===== config.mk =====
export PLATFORM = sky130hd
export DESIGN_NAME = booth_mac_acc_flat
export DESIGN_NICKNAME = d
export VERILOG_FILES = /design/src/rtl/booth_mac_acc_if.sv /design/src/rtl/booth_mac_acc.sv /design/src/flat_wrapper.sv
export SDC_FILE = /design/constraint.sdc
export NUM_CORES = 1
export LEC_CHECK = 0
export ABC_AREA = 1
export CAP_MARGIN = 20
export CORE_MARGIN = 2
export CORE_UTILIZATION = 40
export DETAILED_ROUTE_END_ITERATION = 10
export GPL_TIMING_DRIVEN = 0
export MAX_ROUTING_LAYER = met4
export PLACE_DENSITY = 0.72
export SLEW_MARGIN = 20
export SYNTH_ARGS = -nofsm -noshare
export SYNTH_HDL_FRONTEND = slang
export SYNTH_SLANG_ARGS = --single-unit

===== constraint.sdc =====
create_clock -name clk -period 1.64 [get_ports clk]
set_clock_uncertainty 0.05 [all_clocks]
set_input_delay 0.328 -clock clk [delete_from_list [all_inputs] [get_ports clk]]
set_output_delay 0.328 -clock clk [all_outputs]
set_load 0.03 [all_outputs]

===== src/rtl/booth_mac_acc_if.sv =====
// booth_mac_acc_if
// Handshake bundle between the Booth product stream, the accumulator and the
// result consumer.
//   in_valid / in_ready / in_prod      : product stream into the accumulator
//   out_valid / out_ready / out_acc /
//   out_ovf                            : completed dot-product result
// Modports:
//   master : the side that drives products and consumes results (upstream/downstream)
//   slave  : the accumulator itself
interface booth_mac_acc_if #(
    parameter int PROD_W = 12,
    parameter int ACC_W  = 16
);
    logic                     in_valid;
    logic                     in_ready;
    logic signed [PROD_W-1:0] in_prod;
    logic                     out_valid;
    logic                     out_ready;
    logic signed [ACC_W-1:0]  out_acc;
    logic                     out_ovf;

    modport master (
        output in_valid, in_prod, out_ready,
        input  in_ready, out_valid, out_acc, out_ovf
    );

    modport slave (
        input  in_valid, in_prod, out_ready,
        output in_ready, out_valid, out_acc, out_ovf
    );
endinterface


===== src/rtl/booth_mac_acc.sv =====
// booth_mac_acc
// Accumulates LEN signed products from the 6x6 Booth multiplier into an
// ACC_W-bit signed accumulator and presents the dot-product result, with a
// sticky signed-overflow flag, over a valid/ready handshake.
//
// Ports:
//   clk   : rising-edge clock
//   rst   : synchronous active-high reset, highest priority
//   clr   : synchronous abort of the current accumulation (drops any pending result)
//   bus   : booth_mac_acc_if.slave (product input stream, result output stream)
//   busy  : at least one term accepted and result not yet handed off
//
// Optional feature macro: BOOTH_MAC_ACC_SAT_EN
//   defined   : accumulator saturates on signed overflow
//   undefined : accumulator wraps modulo 2^ACC_W
//   In both builds the sticky overflow flag is set on overflow.
//
// State table:
//   IDLE | no terms accepted
//   ACC  | 1..LEN-1 terms accepted
//   DONE | result presented on out_acc/out_ovf, waiting for out_ready
module booth_mac_acc #(
    parameter int PROD_W = 12,
    parameter int ACC_W  = 16,
    parameter int LEN    = 16,
    parameter int CNT_W  = $clog2(LEN + 1)
) (
    input  logic            clk,
    input  logic            rst,
    input  logic            clr,
    booth_mac_acc_if.slave  bus,
    output logic            busy
);

    typedef enum logic [1:0] {
        IDLE = 2'd0,
        ACC  = 2'd1,
        DONE = 2'd2
    } state_t;

    state_t                  state;
    logic signed [ACC_W-1:0] acc;
    logic [CNT_W-1:0]        cnt;
    logic                    ovf;

    logic                    accept;
    logic                    last_term;
    logic signed [ACC_W-1:0] prod_ext;
    logic signed [ACC_W-1:0] sum_wrap;
    logic signed [ACC_W-1:0] sum_next;
    logic                    ovf_now;

    // in_ready must follow clr in the same cycle so a product offered
    // alongside clr is never counted.
    assign bus.in_ready = (state != DONE) && !clr;
    assign accept       = bus.in_valid && bus.in_ready;
    assign last_term    = (cnt == CNT_W'(LEN - 1));

    assign prod_ext = ACC_W'(bus.in_prod);
    assign sum_wrap = acc + prod_ext;
    // Overflow: operands share a sign and the wrapped sum does not.
    assign ovf_now  = (acc[ACC_W-1] == prod_ext[ACC_W-1]) &&
                      (sum_wrap[ACC_W-1] != acc[ACC_W-1]);

`ifdef BOOTH_MAC_ACC_SAT_EN
    localparam logic signed [ACC_W-1:0] ACC_MAX = {1'b0, {(ACC_W-1){1'b1}}};
    localparam logic signed [ACC_W-1:0] ACC_MIN = {1'b1, {(ACC_W-1){1'b0}}};

    // The direction of an overflow is given by the shared operand sign.
    always_comb begin
        sum_next = sum_wrap;
        if (ovf_now) begin
            sum_next = acc[ACC_W-1] ? ACC_MIN : ACC_MAX;
        end
    end
`else
    always_comb begin
        sum_next = sum_wrap;
    end
`endif

    always_ff @(posedge clk) begin
        if (rst) begin
            state         <= IDLE;
            acc           <= '0;
            cnt           <= '0;
            ovf           <= 1'b0;
            bus.out_valid <= 1'b0;
            bus.out_acc   <= '0;
            bus.out_ovf   <= 1'b0;
            busy          <= 1'b0;
        end else if (clr) begin
            // out_acc/out_ovf keep their stale values; out_valid=0 marks them invalid.
            state         <= IDLE;
            acc           <= '0;
            cnt           <= '0;
            ovf           <= 1'b0;
            bus.out_valid <= 1'b0;
            busy          <= 1'b0;
        end else begin
            case (state)
                IDLE, ACC: begin
                    if (accept) begin
                        acc  <= sum_next;
                        cnt  <= cnt + CNT_W'(1);
                        ovf  <= ovf | ovf_now;
                        busy <= 1'b1;
                        if (last_term) begin
                            state         <= DONE;
                            bus.out_valid <= 1'b1;
                            bus.out_acc   <= sum_next;
                            bus.out_ovf   <= ovf | ovf_now;
                        end else begin
                            state <= ACC;
                        end
                    end
                end
                DONE: begin
                    if (bus.out_ready) begin
                        state         <= IDLE;
                        acc           <= '0;
                        cnt           <= '0;
                        ovf           <= 1'b0;
                        bus.out_valid <= 1'b0;
                        busy          <= 1'b0;
                    end
                end
                default: begin
                    state         <= IDLE;
                    acc           <= '0;
                    cnt           <= '0;
                    ovf           <= 1'b0;
                    bus.out_valid <= 1'b0;
                    busy          <= 1'b0;
                end
            endcase
        end
    end

endmodule


===== src/flat_wrapper.sv =====
// flat-port wrapper written by rule: the top's interface ports become plain ports
module booth_mac_acc_flat 
#(
    parameter int PROD_W = 12,
    parameter int ACC_W  = 16,
    parameter int LEN    = 16,
    parameter int CNT_W  = $clog2(LEN + 1)
)
  (clk, rst, clr, busy, bus_in_valid, bus_in_prod, bus_out_ready, bus_in_ready, bus_out_valid, bus_out_acc, bus_out_ovf);
  booth_mac_acc_if #(.PROD_W(PROD_W), .ACC_W(ACC_W)) bus_i ();
  input  logic clk;
  input  logic rst;
  input  logic clr;
  output logic busy;
  input wire logic [$bits(bus_i.in_valid)-1:0] bus_in_valid;
  input wire logic [$bits(bus_i.in_prod)-1:0] bus_in_prod;
  input wire logic [$bits(bus_i.out_ready)-1:0] bus_out_ready;
  output wire logic [$bits(bus_i.in_ready)-1:0] bus_in_ready;
  output wire logic [$bits(bus_i.out_valid)-1:0] bus_out_valid;
  output wire logic [$bits(bus_i.out_acc)-1:0] bus_out_acc;
  output wire logic [$bits(bus_i.out_ovf)-1:0] bus_out_ovf;
  assign bus_i.in_valid = bus_in_valid;
  assign bus_i.in_prod = bus_in_prod;
  assign bus_i.out_ready = bus_out_ready;
  assign bus_in_ready = bus_i.in_ready;
  assign bus_out_valid = bus_i.out_valid;
  assign bus_out_acc = bus_i.out_acc;
  assign bus_out_ovf = bus_i.out_ovf;
  booth_mac_acc #(.PROD_W(PROD_W), .ACC_W(ACC_W), .LEN(LEN), .CNT_W(CNT_W)) u_core (.clk(clk), .rst(rst), .clr(clr), .bus(bus_i), .busy(busy));
endmodule

==> results of run 1 <==
-- cell usage after synthesis, types with 2 or more instances --
cell	n
nand2_1	132
inv_1	55
dfxtp_1	43
nor2_1	35
a21oi_1	34
nand3_1	20
ha_1	17
o21ai_0	13
buf_2	4
nand3b_1	4
or2_2	4
xor2_1	4
and2_1	3
clkbuf_1	3
o211ai_1	3
a21o_1	2
a21oi_2	2
inv_2	2
nand2_2	2
nor3_1	2
or2_1	2
xnor2_1	2
-- worst paths after layout --
path	cells past startpoint	to	startpoint	slack (ns)
worst max-delay path	9	u_core.acc[6]	u_core.acc[0]	-0.23
worst min-delay path	4	u_core.cnt[0]	clr	0.39
worst max register to register	9	u_core.acc[6]	u_core.acc[0]	-0.23
worst min register to register	2	u_core.cnt[4]	u_core.cnt[4]	0.42
-- flip-flops by register name (all words and copies together), names as in the netlist --
name	flops
u_core.bus.out_valid	1
u_core.bus.out_acc	16
u_core.ovf	1
u_core.busy	1
u_core.state	2
u_core.cnt	5
u_core.bus.out_ovf	1
u_core.acc	16
-- what timing repair did --
action | in CTS | in global routing
gates cloned | 2 | 1
resized for setup | 81 | 70
pin swaps | 17 | 29
buffers inserted | 8 | 7
hold buffers | 0 | 0
hold endpoints to repair | 0 | 0
setup endpoints to repair | 60 | 39
-- kinds of logic after synthesis --
kind of cell             Yosys count  synth area share, %
adder cells (fa/ha/maj)           18                 9.07
AND/OR/NAND/NOR                  208                 34.0
flip-flops                        43                 33.6
XOR/XNOR                           6                 2.05
buffers and inverters             65                 9.85
AO/OA/AOI/OAI                     55                 11.5
-- stage by stage --
step | hold slack (ns) | instances | TNS (ns) | setup WS [ns] | util, %
3_5_place_dp | 0.408 | 507 | -21.49 | -0.802 | 49.1
2_1_floorplan | 0.394 | 395 | -0.120 | -0.0618 | -
6_report | 0.392 | 533 | -2.16 | -0.228 | 59.6
4_1_cts | 0.413 | 525 | -1.10 | -0.136 | 55.3
3_3_place_gp | 0.404 | 507 | -20.45 | -0.780 | 49.1
5_1_grt | 0.429 | 533 | -4.15 | -0.295 | 59.6
-- layout make-up --
type	count	area [sq um]	area share, %
buffer	8	62.6	1.67
clock buffer	8	100	2.68
sequential	43	873	23.4
timing repair buffer	53	484	12.9
multi-input combinational	287	1900	50.7
inverter	57	226	6.06
tap	77	96.3	2.58
-- worst max-delay path: stages, from the launching register on --
cell and delay (ns):
dfxtp_2 0.34, ha_4 0.16, fa_2 0.37, nand2_2 0.10, nand2_2 0.07, nand3_2 0.09, nand2_4 0.08, xnor2_2 0.16
or2_1 0.25, a21oi_2 0.11
-- report_power, final --
part	internal, uW	leakage (uW)	switching, uW
logic	176	0.00138	248
registers	1060	0.000352	11.8
clock network	385	0.0000515	362
-- routing by layer --
layer	wire length (um)	part of all wire, %
met5	0	0
met4	164	2.1
met3	388	5.1
met2	3960	52
met1	3160	41
==> metrics.txt, run 1 <==
pwr dens 599 nW/um^2; fin crit share 114%; Gate Count Post-Synth 395; leakage power figure 0.00179 uW; Clock Latency Late Sink 0.29 ns; chip width 84.1 um; Main synth FF type dfxtp_1; CP Data Arrival Time 2.04 ns; met1 usage 24.9%; Detailed Routing Iterations Pass 1 4; post-synth top area share 33.6%; H-tree levels 2; clk slew on worst S/H paths 0.08 ns; initial core utilization 40.9%; crit end category flip-flop; Nets 490; core area 6280 sq um; final worst slack -0.228 ns; area delta synth->final 45.8%; Post-Place Cell Area 3080 sq um; Post-DRT Antenna Nets 0; syn_nets 430; first-pass GRT wire length 11800 um; Row Count 29; ant diodes 0; met2 Track Usage GR 37.4%; Finished Cell Area 3740 sq um; clk sink count 43; commonest non-fill, non-tap cells in the layout nand2_1 (104), inv_1 (54), dfxtp_1 (33); Hold Crit Class input pin to flip-flop; ys async rst share 0%; GPL Wtd Cong 0.920; maximum VDD drop 0.606 mV; CP Launch Type flip-flop; outcome finished, violations left; largest cells by area after synthesis dfxtp_1 (34%), nand2_1 (19%), ha_1 (8.3%); post-synthesis sequential area ratio 33.6%; DIE AREA 7070 sq um; vias in the first global route 2580; chip height 84.1 um; CTS tree yes; met3 Usage GRT 2.77%; fill count 551; Final Max Tran Viols 0; Mean Syn Cell Area 6.49 sq um; clock tree buffer depth 2; post-synth cell types 29; number of top-level pins 37; Critical Path Fanout Max 3; Wirelength per Cell 14.4 um; largest net degree at the start of global routing 13; DR DRC count 0; layout cells sized above 1 28.3%; GRT Total Usage 21.2%; worst slew pin tran 0.618 ns; #FFs+latches synth 43; Initial DRC Count 170; final wirelength 7670 um; Setup Viol. Count Final 16; Final HPWL DP 4880 um; Crit Path Class flip-flop to flip-flop; Slew HR 58.8%; via-per-instance ratio 5.09; failing checks setup timing; Num CTS Buffers 5; Most Crowded Layer GR met2; Req. time, crit path 1.82 ns; synth warn 0; EDFF count, synth 0; clk root buf clkbuf_8; gr ovfl total 0; Mapped Area 2560 sq um; IO Port Bufs 35; Period minus WS final 1.87 ns; commonest non-fill, non-tap cell in the layout nand2_1; Final Hold Vio Count 0; DR vias 2714; f_max 535 MHz; RSZ-0062 raised after global routing true; post-synth top area cell dfxtp_1; initial antenna violation count 0; Tot Pwr 2240 uW; max cap viols 0
Note: power is estimated with default switching activity, not from simulation.
==> inputs of run 2 (changes only) <==
Settings changed: SKIP_LAST_GASP from default to 1.
==> metrics.txt, run 2 (synthesis results as in run 1) <==
clk slew on worst S/H paths 0.08 ns (about the same); outcome finished, violations left (unchanged); Hold Startpoint clr (unchanged); Critical Path Fanout Max 3 (unchanged); chip height 84.1 um (unchanged); CP Launch Type flip-flop (unchanged); Nets 490 (unchanged); Clock Latency Late Sink 0.29 ns (about the same); met2 Track Usage GR 37.4% (unchanged); area delta synth->final 44.8% (was 45.8%); met1 usage 24.9% (unchanged); CP Data Arrival Time 2.03 ns (was 2.04 ns); Hold Crit Class input pin to flip-flop (unchanged); Post-Place Cell Area 3080 sq um (unchanged); worst r2r path cells 10 (was 9); worst reg2reg setup slack -0.22 ns (was -0.23 ns); Req. time, crit path 1.81 ns (was 1.82 ns); Hold Path Sink u_core.cnt[0] (unchanged); Crit Path Class flip-flop to flip-flop (unchanged); clock tree buffer depth 2 (unchanged); Row Count 29 (unchanged); Setup Viol. Count Final 16 (unchanged); CP Buf/Inv Count 0 (unchanged); Worst R2R End u_core.acc[8] (was u_core.acc[6]); initial antenna violation count 0 (unchanged); failing checks setup timing (unchanged); Final Max Tran Viols 0 (unchanged); DIE AREA 7070 sq um (unchanged); clk root buf clkbuf_8 (unchanged); Finished Cell Area 3710 sq um (was 3740 sq um); number of top-level pins 37 (unchanged); clk sink count 43 (unchanged); final wirelength 7500 um (was 7670 um); IO Port Bufs 35 (unchanged); core area 6280 sq um (unchanged); final worst slack -0.217 ns (was -0.228 ns); Period minus WS final 1.86 ns (was 1.87 ns); CP max-delay cell fa_2 (unchanged); chip width 84.1 um (unchanged); RSZ-0062 raised after global routing true (unchanged); commonest non-fill, non-tap cells in the layout nand2_1 (108), inv_1 (54), dfxtp_1 (33) (was nand2_1 (104), inv_1 (54), dfxtp_1 (33)); via-per-instance ratio 5.15 (was 5.09); Detailed Routing Iterations Pass 1 5 (was 4); fin crit share 113% (was 114%); delay-heaviest family, CP adder cells (was simple AND/OR/NAND/NOR gates); GRT Total Usage 21.2% (unchanged); crit end category flip-flop (unchanged); Num CTS Buffers 5 (unchanged); leakage power figure 0.00179 uW (about the same); Final Hold Vio Count 0 (unchanged); Critical Path Max Stage Delay 0.38 ns (was 0.37 ns); GPL Wtd Cong 0.920 (unchanged); Inst Count DP 507 (unchanged); initial core utilization 40.9% (unchanged); DR vias 2746 (was 2714); max cap viols 0 (unchanged); H-tree levels 2 (unchanged); Hold Path Stages 4 (unchanged); layout cells sized above 1 26.5% (was 28.3%); commonest non-fill, non-tap cell in the layout nand2_1 (unchanged); origin of the critical flop-to-flop path u_core.acc[0] (unchanged); worst slew pin tran 0.605 ns (was 0.618 ns); ant diodes 0 (unchanged); CTS tree yes (unchanged); vias in the first global route 2580 (unchanged); first-pass GRT wire length 11800 um (unchanged); fill count 558 (was 551); Post-DRT Antenna Nets 0 (unchanged); Slew HR 59.7% (was 58.8%); post-route insts no fill 533 (unchanged); Final HPWL DP 4880 um (unchanged); hold buffers post-CTS 0 (unchanged); largest registers u_core.acc x16, u_core.bus.out_acc x16, u_core.cnt x5 (unchanged); f_max 538 MHz (was 535 MHz); CP cell instances ha_4 -> fa_2 -> nand2_2 -> nand2_2 -> and2_4 -> nand2_4 -> nand2_4 -> xor2_4 -> nand2_1 -> a21oi_1 (was ha_4 -> fa_2 -> nand2_2 -> nand2_2 -> nand3_2 -> nand2_4 -> xnor2_2 -> or2_1 -> a21oi_2); pwr dens 600 nW/um^2 (was 599 nW/um^2); gr ovfl total 0 (unchanged); Wirelength per Cell 14.1 um (was 14.4 um); maximum VDD drop 0.597 mV (was 0.606 mV); Initial DRC Count 138 (was 170); DR DRC count 0 (unchanged); largest net degree at the start of global routing 13 (unchanged); Most Crowded Layer GR met2 (unchanged); met3 Usage GRT 2.77% (unchanged)
## run 2: cell counts in the layout (fill, tap and decap cells not counted)
Identical to the previous run, type by type.
## run 2: per-stage QoR
step | hold WS, ns | power (uW) | setup WS, ns | utilization [%] | TNS [ns]
floorplan | 0.394 | 1300 | -0.0618 | - | -0.120
global placement | 0.404 | 1400 | -0.780 | 49.1 | -20.45
detailed placement | 0.408 | 1410 | -0.802 | 49.1 | -21.49
CTS | 0.413 | 2200 | -0.136 | 55.3 | -1.10
global route | 0.422 | 2340 | -0.291 | 59.2 | -3.97
finish | 0.389 | 2230 | -0.217 | 59.2 | -2.16
## run 2: area by class of cell
class	instances	area [sq um]	share of cell area, %
clock buffer	8	100	2.70
buffer	8	62.6	1.68
sequential	43	873	23.5
multi-input combinational	287	1870	50.4
timing repair buffer	53	484	13.0
tap	77	96.3	2.59
inverter	57	226	6.10
## run 2: worst max-delay path by stage
stage,from,endpoint,slack [ns],cells after the start
after global placement,bus_in_prod[0],u_core.acc[6],-0.78,10
after detailed placement,bus_in_prod[0],u_core.acc[6],-0.80,10
after CTS,u_core.acc[0],u_core.acc[6],-0.14,9
final,u_core.acc[0],u_core.acc[8],-0.22,10
after floorplan,bus_in_prod[0],u_core.acc[6],-0.06,9
after global routing,u_core.acc[0],u_core.acc[8],-0.29,10
## run 2: layer usage
layer / vias to the layer above / share of wire, %
met2: 89 / 51
met5: - / 0
met3: 19 / 4.6
met1: 1283 / 42
li1: 1355 / -
met4: 0 / 2.3
## run 2: timing repair
item,CTS,global route
buffers inserted,8,7
setup endpoints to repair,60,39
cloned,2,1
endpoints found under the hold margin,0,0
pin swaps,17,29
gates resized for setup,81,62
## run 2: tightest hold or removal path, cell delays in order
cell,delay [ns]
dlymetal6s2s_1,0.14
nor2_1,0.10
o21ai_0,0.08
a21oi_1,0.04
## run 2: report_power, final
part | internal (uW) | total [uW] | leakage, uW | switching, uW
sequential | 1060 | 1070 | 0.000352 | 11.8
combinational | 174 | 416 | 0.00138 | 242
clock | 385 | 744 | 0.0000515 | 359
total | 1620 | 2230 | 0.00179 | 613
==> inputs of run 3 (changes only) <==
Settings changed: PLACE_DENSITY 0.72 to 0.7.
Clock period 1.64 ns to 2.33 ns, I/O delays scaled along.
==> metrics.txt, run 3 (synthesis results as in run 1) <==
outcome complete, no violations (was finished, violations left); pwr dens 504 nW/um^2 (was 600 nW/um^2); Hold Crit Class flip-flop to flip-flop (was input pin to flip-flop); leakage power figure 0.00152 uW (was 0.00179 uW); chip width 84.1 um (unchanged); CP Data Arrival Time 1.75 ns (was 2.03 ns); area of the multi-input gates 1480 sq um (was 1870 sq um); CTS tree yes (unchanged); Crit Path Class input pin to output port (was flip-flop to flip-flop); CP max-delay cell clkdlybuf4s50_1 (was fa_2); worst reg2reg setup slack 0.30 ns (was -0.22 ns); Reg area 861 sq um (was 873 sq um); Final HPWL DP 4890 um (was 4880 um); maximum VDD drop 0.341 mV (was 0.597 mV); commonest non-fill, non-tap cells in the layout nand2_1 (132), inv_1 (55), dfxtp_1 (43) (was nand2_1 (108), inv_1 (54), dfxtp_1 (33)); Final Hold Vio Count 0 (unchanged); number of top-level pins 37 (unchanged); chip height 84.1 um (unchanged); Detailed Routing Iterations Pass 1 4 (was 5); initial core utilization 40.9% (unchanged); via-per-instance ratio 4.83 (was 5.15); DR DRC count 0 (unchanged); gr ovfl total 0 (unchanged); commonest non-fill, non-tap cell in the layout nand2_1 (unchanged); Num CTS Buffers 5 (unchanged); Nets 472 (was 490); ant diodes 0 (unchanged); Tot Pwr 1590 uW (was 2230 uW); Critical Path Fanout Max 2 (was 3); Initial DRC Count 95 (was 138); first-pass GRT wire length 10700 um (was 11800 um); Setup Viol. Count Final 0 (was 16); f_max 440 MHz; vias in the first global route 2314 (was 2580); Post-DRT Antenna Nets 0 (unchanged); hold buffers post-CTS 0 (unchanged); DR vias 2486 (was 2746); hold_ws 0.421 ns (was 0.389 ns); clk slew on worst S/H paths 0.09 ns (was 0.08 ns); Finished Cell Area 3160 sq um (was 3710 sq um); CP most frequent cell clkdlybuf4s50_1; Post-Place Cell Area 3010 sq um (was 3080 sq um); initial antenna violation count 0 (unchanged); delay-heaviest family, CP buffers and inverters (was adder cells); IO Port Bufs 35 (unchanged); clock tree buffer depth 2 (unchanged); CP Buf/Inv Count 2 (was 0); Period minus WS final 2.27 ns; core area 6280 sq um (unchanged); H-tree levels 2 (unchanged); GRT Total Usage 19.3% (was 21.2%); fill count 635 (was 558); Wirelength per Cell 12.5 um (was 14.1 um); GPL Wtd Cong 0.853 (was 0.920); Clock Latency Late Sink 0.31 ns (was 0.29 ns); Req. time, crit path 1.81 ns (about the same); final worst slack 0.0591 ns (was -0.217 ns); Row Count 29 (unchanged); crit end category output port (was flip-flop); area delta synth->final 23.1% (was 44.8%); worst slew pin tran 0.595 ns (was 0.605 ns); largest registers u_core.acc x16, u_core.bus.out_acc x16, u_core.cnt x5 (unchanged); max cap viols 0 (unchanged); CP Launch Type input pin (was flip-flop); Setup WS pre-CTS -0.213 ns (was -0.802 ns); Final Max Tran Viols 0 (unchanged); Slew HR 60.3% (was 59.7%); final wirelength 6420 um (was 7500 um); clk sink count 43 (unchanged); fin crit share 97.5%; RSZ-0062 raised after global routing false (was true); DIE AREA 7070 sq um (unchanged); Critical Path Max Stage Delay 0.70 ns (was 0.38 ns); layout cells sized above 1 6.62% (was 26.5%); clk root buf clkbuf_8 (unchanged); CP cell instances clkdlybuf4s50_1 -> a21oi_2 -> clkdlybuf4s50_1 (was ha_4 -> fa_2 -> nand2_2 -> nand2_2 -> and2_4 -> nand2_4 -> nand2_4 -> xor2_4 -> nand2_1 -> a21oi_1); largest net degree at the start of global routing 16 (was 13)
run 3: report_power, final:
group	internal (uW)	total [uW]	switching (uW)
Sequential	743	749	5.53
Clock	324	622	298
Combinational	87.6	222	134
Total	1150	1590	438
run 3: per-stage QoR:
step           setup TNS, ns  util [%]  instances
6_report                   0      50.3        515
2_1_floorplan              0         -        395
3_5_place_dp           -2.74      48.0        507
3_3_place_gp           -2.46      48.0        507
4_1_cts                    0      49.8        515
5_1_grt                    0      50.3        515
run 3: cell type report:
type / count / area share, %
clock inverters: 3 / 1.47
clock buffers: 5 / 2.18
plain buffers: 8 / 1.23
inverters: 57 / 6.78
flip-flops and latches: 43 / 27.3
repair buffers: 35 / 11.2
well taps: 77 / 3.05
multi-input cells: 287 / 46.8
run 3: worst reg2reg max path: cells and delay by family, from the launching register on:
| kind | cells | cell delay (ns) |
|---|---|---|
| fa+ha+maj | 2 | 0.40 |
| buf+inv | 3 | 0.38 |
| flops | 1 | 0.38 |
| simple gates | 5 | 0.73 |
run 3: per-layer routing:
| metal | wire [um] | track usage (%) | vias up |
|---|---|---|---|
| met5 | 0 | - | - |
| met1 | 3150 | 25.7 | 1132 |
| met3 | 205 | 2.77 | 7 |
| met4 | 70 | 7.18 | 0 |
| met2 | 2990 | 29.7 | 31 |
| li1 | - | - | 1316 |
run 3: final timing paths:
path / startpoint / end / depth (start not counted)
worst max-delay path: clr / bus_in_ready / 3
worst min-delay path: u_core.cnt[4] / u_core.cnt[4] / 2
worst max register to register: u_core.cnt[1] / u_core.bus.out_ovf / 10
worst min register to register: u_core.cnt[4] / u_core.cnt[4] / 2
run 3: repair_timing:
item                       CTS  global route
hold endpoints to repair     0             0
buffers inserted             0             0
setup endpoints to repair    0            14
gates resized for setup      0             6
==> variant (settings of run 3) <==
The option `BOOTH_MAC_ACC_SAT_EN` is turned on by a define.
--- a/src/rtl/booth_mac_acc.sv
+++ b/src/rtl/booth_mac_acc.sv
@@ -20,4 +20,6 @@
 //   ACC  | 1..LEN-1 terms accepted
 //   DONE | result presented on out_acc/out_ovf, waiting for out_ready
+`define BOOTH_MAC_ACC_SAT_EN
+
 module booth_mac_acc #(
     parameter int PROD_W = 12,
Formal check against the unedited RTL: same outputs for any inputs over 10 cycles, from zero or initial values and one cycle with rst high; that may be too few to reach the edited logic, so the function may still have changed.
==> variant against run 3 <==
- wire length rose by 9.7%
- final area rose by 20%
- sequential power rose by 0.5%
- setup slack improved by 0.025 ns
- cell count rose by 12%
- combinational power rose by 51%
- largest cell class unchanged
- sequential cell count did not move
- core utilization rose by 2.3 points
- worst hold slack got worse by 0.0074 ns
- area after synthesis rose by 14%
- critical path depth rose by 10
- power rose by 1.3%
- non-clock buffer count rose by 9
==> variant: results (changes against run 3) <==
Synth
  • Main synth FF type: dfxtp_1
  • Adder-Cell Fraction of Synth Area: 7.925% (-1.1 points)
  • Xor/xnor share of the synthesized area: 2.386% (+0.34 points)
  • Synth Area in Compound Gates: 12.65% (+1.1 points)
  • Sequential cell area fraction in the yosys report: 29.31% (-4.2 points)
  • Commonest cells in the synthesized netlist: nand2_1 (115), inv_1 (56), nor2_1 (49), dfxtp_1 (43), a21oi_1 (26)
  • Cell variety after synth: 37 (+28%)
  • Dominant cells by area after synthesis: dfxtp_1 (29%), nand2_1 (15%), ha_1 (7.2%)
  • Multiplexer share of the synthesized area: 0% (unchanged)
  • Post-Syn Nets: 464 (+7.9%)

Global routing
  • Number of global-route vias before repair: 2551 (+10%)
  • Pin count of the biggest net entering global routing: 14 (-2)
  • First-pass GRT wire length: 11070 um (+3.5%)
  • Global Route Usage Sum: 17.95% (-1.3 points)
  • GRT met2 Usage: 30.35% (+0.69 points)
  • GRT met1 Usage: 21.54% (-4.2 points)
  • GR Layer Usage met3: 3.382% (+0.61 points)

Drt
  • WL/cell: 12.20 um (-2.1%)
  • DR vias/cell: 4.797 (-0.62%)
  • Met3 WL: 276 um (+35%)
  • Met1 WL: 3216 um (+2.2%)
  • Met2 WL: 3370 um (+13%)
  • Max Used Layer: met4
  • Detailed Route Iter0 Violations: 99 (+4.2%)

STA
  • Worst slew pin tran: 0.7007 ns (+0.1059 ns)
  • Hold slack: 0.4135 ns (-0.007388 ns)

Worst setup path
  • Reg2Reg Launch Point: u_core.acc[8]$_SDFFE_PP0P_
  • Worst Path Arrival: 2.39 ns (+0.64 ns)
  • Reg2Reg Depth: 12 (+2)
  • Worst setup path end: u_core.bus.out_acc[1]$_SDFFE_PP0P_
  • Critical Path Start: bus_in_prod[9]
  • CP max stage delay: 0.50 ns (-0.20 ns)
  • Internal reg-to-reg setup slack: 0.32 ns (+0.02 ns)
  • Crit Path Max Fanout: 5 (+3)

Power
  • Peak supply drop: 0.2912 mV (-15%)
  • Pleak: 0.001790 uW (+18%)

Min path
  • Hold wc startpoint: u_core.ovf$_SDFFE_PP0P_
  • Worst Hold Class: flip-flop to flip-flop
  • Hold endpoint: u_core.ovf$_SDFFE_PP0P_

Clock network
  • Clk_lat worst skew: 0.29 ns (-0.02 ns)
  • H-tree depth: 2 (unchanged)

Place
  • DPL Wire Length: 5364 um (+9.8%)
  • RePlAce Congestion: 0.8649 (+1.4%)

Layout
  • # fillers: 695 (+9.4%)
  • NumNets Final: 512 (+8.5%)
  • Share of cells above drive strength 1: 20.92% (+14 points)

Outcome
  • Status: finished, final reports clean
## variant: cell types whose count changed after synthesis, moves of 3 or more
cell / run 3 / this run
nand2_2: 2 / 20
nand2_1: 132 / 115
nor2_1: 35 / 49
nand2_4: 1 / 12
o21ai_1: 1 / 11
a21oi_2: 2 / 11
a21oi_1: 34 / 26
nand3_1: 20 / 13
xnor2_1: 2 / 6
o211ai_1: 3 / 0
## variant: timing repair
| action | in CTS | in global routing |
|---|---|---|
| endpoints found under the setup margin | 26 | 32 |
| gates resized for setup | 7 | 24 |
| buffers inserted | 0 | 3 |
| pin swaps | 1 | 5 |
| gates cloned | 0 | 3 |
## variant: final cells by class
class                      instances  share of cell area (%)
timing repair buffer              40                   11.27
sequential                        43                   22.80
multi-input combinational        314                   51.46
buffer                            12                   2.319
inverter                          61                   6.130
clock inverter                     1                  0.1988
tap                               99                   3.280
clock buffer                       7                   2.551
## variant: power by group
group	total [uW]	internal, uW	switching [uW]	leakage [uW]
Clock	524	270	254	0.0000505
Sequential	753	744	9.02	0.000347
Combinational	336	137	199	0.00139
Total	1610	1150	462	0.00179
## variant: tightest hold or removal path, cell delays in order, from the launching register on
cell and delay [ns]:
dfxtp_1 0.31, nand2_1 0.06, a21oi_1 0.05
## variant: cell families after synthesis
family | Yosys count
fa+ha+maj | 18
compound gates | 63
simple gates | 224
flops | 43
buf+inv | 73
xor+xnor | 8
## variant: metrics by stage
step | cells | setup WS, ns | util, % | setup TNS, ns | area [um2]
finish | 577 | 0.08457 | 52.62 | 0 | 3776
global route | 577 | -0.01545 | 52.62 | -0.01545 | 3776
CTS | 571 | -0.002300 | 49.87 | -0.002300 | 3578
detailed placement | 563 | -0.4271 | 47.53 | -11.84 | 3411
global placement | 563 | -0.4168 | 47.53 | -11.85 | 3411
floorplan | 429 | 0.3199 | - | 0 | 2937
